## config.mk

```make
export PLATFORM = sky130hd
export DESIGN_NAME = ifetch_queue_flat
export DESIGN_NICKNAME = d
export VERILOG_FILES = /design/src/rtl/ifetch_queue_if.sv /design/src/rtl/ifetch_queue.sv /design/src/flat_wrapper.sv
export SDC_FILE = /design/constraint.sdc
export NUM_CORES = 1
export LEC_CHECK = 0
export ABC_AREA = 1
export CORE_MARGIN = 8
export CORE_UTILIZATION = 49
export DETAILED_ROUTE_END_ITERATION = 6
export PLACE_DENSITY = 0.85
export RECOVER_POWER = 100
export SLEW_MARGIN = 20
export SYNTH_ARGS = -nofsm -noshare
export SYNTH_HDL_FRONTEND = slang
export SYNTH_SLANG_ARGS = --single-unit
```

## constraint.sdc

```tcl
create_clock -name clk -period 4.13 [get_ports clk]
set_input_delay 0.6195 -clock clk [delete_from_list [all_inputs] [get_ports clk]]
set_output_delay 0.6195 -clock clk [all_outputs]
set_load 0.05 [all_outputs]
```

## src/rtl/ifetch_queue_if.sv

```systemverilog
// Fetch-queue bundle: redirect/halt control, imem request/response, head entry and status.
// Latency: none (wiring only); optional perf ports exist when IFQ_PERF_CNT_EN is defined.
// Backpressure: out_valid/out_ready on the head entry; imem side is request-then-fixed-latency data.
interface ifetch_queue_if #(
  parameter int DEPTH = 4
);
  localparam int CW = $clog2(DEPTH) + 1;

  logic          redirect_in;
  logic [31:0]   redirect_target_in;
  logic          halt_in;
  logic          imem_req_out;
  logic [31:0]   imem_addr_out;
  logic [31:0]   imem_rdata_in;
  logic          out_valid;
  logic          out_ready;
  logic [31:0]   pc_out;
  logic [31:0]   pc4_out;
  logic [31:0]   instr_out;
  logic          halt_out;
  logic [CW-1:0] count_out;
`ifdef IFQ_PERF_CNT_EN
  logic [31:0]   fetch_cnt_out;
  logic [31:0]   flush_cnt_out;

  modport master (
    input  redirect_in, redirect_target_in, halt_in, imem_rdata_in, out_ready,
    output imem_req_out, imem_addr_out, out_valid, pc_out, pc4_out, instr_out,
    output halt_out, count_out, fetch_cnt_out, flush_cnt_out
  );
  modport slave (
    output redirect_in, redirect_target_in, halt_in, imem_rdata_in, out_ready,
    input  imem_req_out, imem_addr_out, out_valid, pc_out, pc4_out, instr_out,
    input  halt_out, count_out, fetch_cnt_out, flush_cnt_out
  );
`else
  modport master (
    input  redirect_in, redirect_target_in, halt_in, imem_rdata_in, out_ready,
    output imem_req_out, imem_addr_out, out_valid, pc_out, pc4_out, instr_out,
    output halt_out, count_out
  );
  modport slave (
    output redirect_in, redirect_target_in, halt_in, imem_rdata_in, out_ready,
    input  imem_req_out, imem_addr_out, out_valid, pc_out, pc4_out, instr_out,
    input  halt_out, count_out
  );
`endif
endinterface

```

## src/rtl/ifetch_queue.sv

```systemverilog
// Instruction fetch unit with a DEPTH-entry queue of {PC, instr}; optional perf counters under IFQ_PERF_CNT_EN.
// Latency: head entry valid 2 cycles after a request issues; one request in flight, so >= 1 instr per 2 cycles.
// Backpressure: out_ready stalls pops; requests only issue when queue + in-flight leaves a free slot.
module ifetch_queue #(
  parameter int          DEPTH    = 4,
  parameter logic [31:0] RESET_PC = 32'h0
) (
  input  logic         clk,
  input  logic         rst,
  ifetch_queue_if.master bus
);
  localparam int            PW      = $clog2(DEPTH);
  localparam int            CW      = PW + 1;
  localparam logic [CW-1:0] DEPTH_C = CW'(DEPTH);

  logic [31:0]   r_pc;
  logic [31:0]   r_req_pc;
  logic          r_inflight;
  logic          r_misalign;
  logic [CW-1:0] r_count;
  logic [PW-1:0] r_rd_ptr;
  logic [PW-1:0] r_wr_ptr;
  logic [31:0]   r_pc_mem    [DEPTH];
  logic [31:0]   r_instr_mem [DEPTH];

  logic          w_halt;
  logic          w_aligned;
  logic [CW-1:0] w_occupied;
  logic          w_issue;
  logic          w_push;
  logic          w_pop;
  logic          w_valid;

  // Misalign is sticky and only rst clears it; rst also masks it so halt_out follows halt_in in reset.
  assign w_halt     = bus.halt_in | (r_misalign & ~rst);
  assign w_aligned  = (r_pc[1:0] == 2'b00);
  // Credit: queued entries plus the outstanding response must leave room, so a push never overflows.
  assign w_occupied = r_count + CW'(r_inflight);
  assign w_issue    = ~rst & ~bus.redirect_in & ~w_halt & w_aligned & ~r_inflight &
                      (w_occupied < DEPTH_C);
  // A response arriving in a redirect cycle is stale and is dropped.
  assign w_push     = r_inflight & ~bus.redirect_in;
  assign w_valid    = ~rst & (r_count != '0);
  assign w_pop      = w_valid & bus.out_ready & ~bus.redirect_in;

  // Fetch PC, in-flight tracking, queue pointers/occupancy and the sticky misalign flag.
  always_ff @(posedge clk) begin
    if (rst) begin
      r_pc       <= RESET_PC;
      r_req_pc   <= 32'h0;
      r_inflight <= 1'b0;
      r_misalign <= 1'b0;
      r_count    <= '0;
      r_rd_ptr   <= '0;
      r_wr_ptr   <= '0;
    end else begin
      if (bus.redirect_in) begin
        r_pc       <= bus.redirect_target_in;
        r_inflight <= 1'b0;
        r_count    <= '0;
        r_rd_ptr   <= '0;
        r_wr_ptr   <= '0;
      end else begin
        if (w_issue) begin
          r_pc     <= r_pc + 32'd4;
          r_req_pc <= r_pc;
        end
        // Issue requires nothing outstanding, so this also retires the response each cycle.
        r_inflight <= w_issue;
        if (w_push) r_wr_ptr <= r_wr_ptr + PW'(1);
        if (w_pop)  r_rd_ptr <= r_rd_ptr + PW'(1);
        case ({w_push, w_pop})
          2'b10:   r_count <= r_count + CW'(1);
          2'b01:   r_count <= r_count - CW'(1);
          default: r_count <= r_count;
        endcase
      end
      if (!w_aligned) r_misalign <= 1'b1;
    end
  end

  // Entry storage: the response word is registered here, so instr_out never sees imem_rdata_in directly.
  always_ff @(posedge clk) begin
    if (w_push) begin
      r_pc_mem[r_wr_ptr]    <= r_req_pc;
      r_instr_mem[r_wr_ptr] <= bus.imem_rdata_in;
    end
  end

  assign bus.imem_req_out  = w_issue;
  assign bus.imem_addr_out = r_pc;
  assign bus.out_valid     = w_valid;
  assign bus.pc_out        = w_valid ? r_pc_mem[r_rd_ptr] : 32'h0;
  assign bus.pc4_out       = w_valid ? (r_pc_mem[r_rd_ptr] + 32'd4) : 32'h0;
  assign bus.instr_out     = w_valid ? r_instr_mem[r_rd_ptr] : 32'h0;
  assign bus.halt_out      = w_halt;
  assign bus.count_out     = r_count;

`ifdef IFQ_PERF_CNT_EN
  logic [31:0] r_fetch_cnt;
  logic [31:0] r_flush_cnt;

  // Free-running wrapping counters of accepted pops and redirects.
  always_ff @(posedge clk) begin
    if (rst) begin
      r_fetch_cnt <= 32'h0;
      r_flush_cnt <= 32'h0;
    end else begin
      if (w_pop)           r_fetch_cnt <= r_fetch_cnt + 32'd1;
      if (bus.redirect_in) r_flush_cnt <= r_flush_cnt + 32'd1;
    end
  end

  assign bus.fetch_cnt_out = r_fetch_cnt;
  assign bus.flush_cnt_out = r_flush_cnt;
`endif
endmodule

```

## src/flat_wrapper.sv

```systemverilog
// flat-port wrapper written by rule: the top's interface ports become plain ports
module ifetch_queue_flat 
#(
  parameter int          DEPTH    = 4,
  parameter logic [31:0] RESET_PC = 32'h0
)
  (clk, rst, bus_redirect_in, bus_redirect_target_in, bus_halt_in, bus_imem_rdata_in, bus_out_ready, bus_imem_req_out, bus_imem_addr_out, bus_out_valid, bus_pc_out, bus_pc4_out, bus_instr_out, bus_halt_out, bus_count_out);
  ifetch_queue_if #(.DEPTH(DEPTH)) bus_i ();
  input  logic clk;
  input  logic rst;
  input wire logic [$bits(bus_i.redirect_in)-1:0] bus_redirect_in;
  input wire logic [$bits(bus_i.redirect_target_in)-1:0] bus_redirect_target_in;
  input wire logic [$bits(bus_i.halt_in)-1:0] bus_halt_in;
  input wire logic [$bits(bus_i.imem_rdata_in)-1:0] bus_imem_rdata_in;
  input wire logic [$bits(bus_i.out_ready)-1:0] bus_out_ready;
  output wire logic [$bits(bus_i.imem_req_out)-1:0] bus_imem_req_out;
  output wire logic [$bits(bus_i.imem_addr_out)-1:0] bus_imem_addr_out;
  output wire logic [$bits(bus_i.out_valid)-1:0] bus_out_valid;
  output wire logic [$bits(bus_i.pc_out)-1:0] bus_pc_out;
  output wire logic [$bits(bus_i.pc4_out)-1:0] bus_pc4_out;
  output wire logic [$bits(bus_i.instr_out)-1:0] bus_instr_out;
  output wire logic [$bits(bus_i.halt_out)-1:0] bus_halt_out;
  output wire logic [$bits(bus_i.count_out)-1:0] bus_count_out;
  assign bus_i.redirect_in = bus_redirect_in;
  assign bus_i.redirect_target_in = bus_redirect_target_in;
  assign bus_i.halt_in = bus_halt_in;
  assign bus_i.imem_rdata_in = bus_imem_rdata_in;
  assign bus_i.out_ready = bus_out_ready;
  assign bus_imem_req_out = bus_i.imem_req_out;
  assign bus_imem_addr_out = bus_i.imem_addr_out;
  assign bus_out_valid = bus_i.out_valid;
  assign bus_pc_out = bus_i.pc_out;
  assign bus_pc4_out = bus_i.pc4_out;
  assign bus_instr_out = bus_i.instr_out;
  assign bus_halt_out = bus_i.halt_out;
  assign bus_count_out = bus_i.count_out;
  ifetch_queue #(.DEPTH(DEPTH), .RESET_PC(RESET_PC)) u_core (.clk(clk), .rst(rst), .bus(bus_i));
endmodule
```

# == Word level (Yosys, flattened, before mapping) ==
# Memories as Yosys holds them, arrays and structs flattened. A register that Yosys moved wholly into a read port is not among the register bits.
# Cells that the tools add are included.
# word_totals
out_inout_bits,134
memories,2
reg_bits,73
mem_bits_rw,256
# classes
n_bitwise,15
eq_ne,2
add_sub_neg,7
n_reduce_logical,6
n_mux,12
magnitude_cmp,1
# memory_table
memory,depth,word_bits,read_ports,rd_clocked_by_memory_dff,write_ports,line_no,source
u_core.r_instr_mem,4,32,1,1,1,ifetch_queue.sv:24,logic [31:0] r_instr_mem [DEPTH];
u_core.r_pc_mem,4,32,1,1,1,ifetch_queue.sv:23,logic [31:0] r_pc_mem [DEPTH];
# op_table
cell,n
two-way mux 32 bit,5
adder 32 x 3 -> 32 bit (second input constant),2
AND 1 bit,10
two-way mux 2 bit,4
case mux 3 bit (2 select lines),1
adder 2 x 1 -> 2 bit (second input constant),2
NOT 1 bit,4
nonzero test 2 bit,2
adder 3 x 1 -> 3 bit,1
adder 3 x 1 -> 3 bit (second input constant),1
less-than comparator 3 bit (second input constant),1
nonzero test 3 bit,1
subtractor 3 x 1 -> 3 bit (second input constant),1
equality test 2 x 1 -> 1 bit (second input constant),1
equality test 2 bit (second input constant),1
logical NOT 2 bit,1
two-way mux 1 bit,2
AND reduction 2 bit,1
OR reduction 2 bit,1
OR 1 bit,1

# == Depth between registers and ports, before layout ==
# logic_depth
word_depth,10
depth_mapped,16
ltp_nobuf,14

# == Least setup slack after synthesis ==
# No wires, ideal clock.
# synth_timing
path_kind,input -> register
from,input port bus_redirect_in
to,memory u_core.r_instr_mem[0][0] (enable)
t_arrival_ns,3.765
setup_ns,0.487
path_slack_ns,-0.122
path_buffers,1
cell_stages,4
path_cell_list,buf_2 > inv_1 > nand2_1 > nor2_1
# synth_between
elab_chain_len,4
# synth_lines
element,line_no,source
from (decl),flat_wrapper.sv:11,input wire logic [$bits(bus_i.redirect_in)-1:0] bus_redirect_in;
NOT 1 bit,ifetch_queue.sv:42,assign w_push = r_inflight & ~bus.redirect_in;
AND 1 bit,ifetch_queue.sv:42,
two-way mux 1 bit,ifetch_queue.sv:84,if (w_push) begin
two-way mux 1 bit (implied by the code),ifetch_queue.sv:86,r_instr_mem[r_wr_ptr] <= bus.imem_rdata_in;
to (decl),ifetch_queue.sv:24,
# Every way passes these cells.

==> metrics list <==
- Highest net fanout along the worst path: 128
- Dividing the detail-routed wire length by the instance count gives 18.84 um.
* Core area: about 31000 um2
* Hold/Removal Path Class: reg -> reg
- For this block, wires on met1 add up to 17590 um.
- Summed over all failing endpoints, the final setup total negative slack is 0 ns.
- First-pass GRT wire length: 67090 um
- Input/output buffers: 202
- Synthesis handed over a netlist of 1704 instances.
- Once detailed placement completed, the half-perimeter wirelength came to roughly 28000 um.
* Most common cell after layout, fill and taps aside: sky130_fd_sc_hd__nand2_1
- For this configuration, the core starts out at a cell density of 49.78%.
- For this design the total switching power over the nets is approximately 0.0016 W.
* Global route total overflow: 0
- Routed met2 length: 20530 um
* Result of the run: complete, but fails checks
- Most common cell on crit path: sky130_fd_sc_hd__nand2_1
- Number of antenna violations at the first check in global routing: 4
- The cell sitting at the root of the clock tree is a sky130_fd_sc_hd__clkbuf_16.
* Synthesized netlist net count: 1781
* Clock insertion delay at the later pin of the skew report: 0.53 ns
* Pre-antenna DRT Iters: 6
- Timing-limited maximum frequency: 0.2507 GHz
* Worst path slowest cell: sky130_fd_sc_hd__dfxtp_4
- Num rows: between 60 and 70
- Required time of the critical path: 3.51 ns
- Maximum clock path buffer count: 3
- Data on the critical path arrives at its endpoint at 3.37 ns.
- The final count of pins violating max slew is 245.
- The post-route netlist has between 6 and 7% of its cells at a drive strength greater than 1.
- Endpoint class of the critical path: primary output
* Via count of the first global-routing pass: 12.74k
* Final wirelength: 43480 um
* Drt via density: 5.551
* Area added between synthesis and finish: 20.04%
* Sequential share of power: approximately half
* Clock period minus worst slack: 3.989 ns
- Of the synthesized area, sequential elements account for 60.19%.
* CTS tree: done
- In the synthesized netlist the dominant register cell turns out to be sky130_fd_sc_hd__edfxtp_1.
* Peak VDD IR: 0.0002636 V
- CTS built an H-tree with a depth of 2.
- Number of placed I/O pins: 203
- Crit Path Category: reg -> out
- Dividing total power by cell area gives a power density of 385.5 nW/um2.
- Number of enable flip-flop cells after synthesis: 256
- The clock network burns 43.1% of the power.
* Commonest cells after routing, fill and taps aside: sky130_fd_sc_hd__nand2_1, sky130_fd_sc_hd__nor2_1, sky130_fd_sc_hd__edfxtp_1
- Horizontal extent of the die: 192.5 um
* Pin count of the biggest net entering global routing: approximately 130
- Weighted congestion at the end of routability-driven global placement: 0.9304
* Net switching fraction of the power: 22.28%
- After clock tree synthesis, the clock-pin slew on the worst setup and hold paths is around 0.06 ns.
- TritonCTS created 35 clock buffers.
* Sinks on the clock net: approximately 330
- The design draws 0.007064 W.
- For this run, design rule violations remaining after detail routing come to 0.
- The worst setup path is launched from a flop.
- In this run, placement finished with an instance count of ~2.2k.
- Before CTS, the worst setup slack after placement is between 0.6 and 0.7 ns.
* Yosys cell types: 43
* Share of async-settable or async-resettable flops after synthesis: 0%
- The worst pin sits at a relative slew slack of -32.96%.
- The detail route stage leaves a number of antenna-violating nets equal to 0.
* Setup repair after global routing missed its margin: false
* Die Outline Area: 37060 um2
* Critical Path, Cell by Cell: inv_8, buf_16, nand2_1, nand3_1, nand2_1, inv_2, nand2_1, nor2_1, nand2_1, nor2_1, a21oi_1, nor2_1, clkbuf_2
* Number of nets in the final layout: 1961
- Post-Layout Cell Count: about 2.3k
* Final WS setup: 0.1415 ns
- Post-synthesis cell area: 15270 um2
- Total via count after detailed routing: 12.81k
- Combinational cells account for approximately 5% of the total power.
* DRC marker count from the first detailed-route iteration: 1375
* Cell Int Power: 0.005490 W
- Overall die height: 192.5 um
* Clk_skew: approximately 0.017 ns
- The final critical path takes up 96.57% of the cycle.
- Across the run, the number of max-cap violations was 5.
* Total count of hold-check failures in the final report: 0
- Static leakage power: 7.081 nW
- Each instance of the synthesized netlist takes up on average 8.960 um2.
* Highest routed metal layer: met4
- Met3 routed wirelength: about 4000 um
* # setup viols final: 0
* Yosys warns: 0
- Number of register bits inferred by synthesis: around 330
* Failing checks: max-capacitance violations, max-slew violations
* Stage delay of the slowest cell on the critical path: 0.49 ns
- Global router's overall resource usage: 22.86%
* Least-Margin Pin Slew: 1.994 ns
-- final cells by class --
type | instances | area [um2]
antenna | 4 | 10.01
clock buffer | 44 | 970.9
clock inverter | 16 | 155.1
fill | 2504 | 12340
inverter | 95 | 369.1
multi-input combinational | 1196 | 5254
sequential | 331 | 9194
tap | 396 | 495.5
timing repair buffer | 225 | 1878
-- final timing paths --
| check | endpoint | slack, ns | from | cells after the start |
|---|---|---|---|---|
| worst max-delay path | bus_pc4_out[31] | 0.14 | flop | 13 |
| worst min-delay path | flop | 0.48 | u_core.r_rd_ptr[1] | 2 |
| worst max register to register | u_core.r_pc_mem[0][13] | 0.96 | u_core.r_inflight | 3 |
| worst min register to register | flop | 0.48 | u_core.r_rd_ptr[1] | 2 |
-- metal layers --
layer | up-vias | global-route usage [%]
met5 | - | 0
met4 | 0 | 8.872
met3 | 108 | 3.795
met2 | 730 | 37.73
met1 | 5929 | 29.84
li1 | 6040 | -
-- state kept, by name (all words and copies together), names as in the netlist, named ones only --
| signal | flops |
|---|---|
| u_core.r_req_pc | 32 |
| u_core.r_rd_ptr | 2 |
| u_core.r_misalign | 1 |
| u_core.bus.imem_addr_out | 32 |
| u_core.r_wr_ptr | 2 |
| u_core.bus.count_out | 3 |
| u_core.r_inflight | 1 |
| u_core.r_instr_mem | 128 |
| u_core.r_pc_mem | 128 |
-- repair_timing --
item / 4_1_cts / 5_1_grt
endpoints found under the setup margin: 0 / 20
resized for setup: 0 / 4
buffers inserted: 0 / 1
endpoints found under the hold margin: 0 / 0
hold buffers: 0 / 0
-- Yosys cell counts, types with 2 or more instances --
master                     instances  share of area (%)
sky130_fd_sc_hd__a211oi_1          6               0.30
sky130_fd_sc_hd__a21oi_1          81                2.7
sky130_fd_sc_hd__a22oi_1           3               0.15
sky130_fd_sc_hd__a31oi_1           5               0.20
sky130_fd_sc_hd__buf_1             8               0.20
sky130_fd_sc_hd__buf_2            25               0.82
sky130_fd_sc_hd__buf_4             8               0.39
sky130_fd_sc_hd__buf_6            10               0.74
sky130_fd_sc_hd__clkbuf_1         29               0.71
sky130_fd_sc_hd__dfxtp_1          75                9.8
sky130_fd_sc_hd__edfxtp_1        256                 50
sky130_fd_sc_hd__ha_1              7               0.57
sky130_fd_sc_hd__inv_1            90                2.2
sky130_fd_sc_hd__inv_2             3              0.074
sky130_fd_sc_hd__nand2_1         468                 12
sky130_fd_sc_hd__nand2_2           5               0.20
sky130_fd_sc_hd__nand3_1         102                3.3
sky130_fd_sc_hd__nand3_2           2               0.13
sky130_fd_sc_hd__nand3b_1          8               0.39
sky130_fd_sc_hd__nand4_1           4               0.16
sky130_fd_sc_hd__nor2_1          318                7.8
sky130_fd_sc_hd__nor2_2           10               0.41
sky130_fd_sc_hd__nor2_4            4               0.30
sky130_fd_sc_hd__nor3_1           30               0.98
sky130_fd_sc_hd__o211ai_1          5               0.25
sky130_fd_sc_hd__o21ai_0         119                3.9
sky130_fd_sc_hd__o21bai_1          2              0.098
sky130_fd_sc_hd__or2_2             3               0.12
sky130_fd_sc_hd__xnor2_1           3               0.17
sky130_fd_sc_hd__xor2_1            2               0.11
-- power groups by stage --
| stage | Combinational, W | Sequential, W | Clock, W |
|---|---|---|---|
| 2_1_floorplan | 0.000143 | 0.00378 | 0 |
| 3_3_place_gp | 0.000376 | 0.00373 | 0 |
| 3_5_place_dp | 0.000384 | 0.00373 | 0 |
| 4_1_cts | 0.000388 | 0.00366 | 0.00308 |
| 5_1_grt | 0.000386 | 0.00367 | 0.00319 |
| 6_report | 0.000356 | 0.00367 | 0.00304 |
-- cells by family (layout without fill, tap and decap cells) --
kind of cell    count (synthesis)  in the layout  synth area share, %
flops                         331            331                60.19
buf+inv                       177            380                5.392
fa+ha+maj                       8              8               0.7048
simple gates                  957            957                25.59
compound gates                226            226                7.835
xor+xnor                        5              5               0.2869
other cells                     0              4                    0
-- worst max-delay path, delay by kind of cell (launching register included) --
| family | cells | cell delay, ns |
|---|---|---|
| buf+inv | 4 | 1.01 |
| simple gates | 8 | 1.20 |
| flops | 1 | 0.49 |
| compound gates | 1 | 0.08 |
-- stage by stage --
stage                     area (um2)  hold slack, ns  utilization, %
after CTS                      19720          0.4658           64.30
after global routing           18330          0.5001           59.75
after floorplan                15270          0.4286               -
after detailed placement       18600          0.4531           60.63
after global placement         18600          0.4393           60.63
final                          18330          0.4823           59.75
Note: power is estimated with default switching activity, not from simulation.
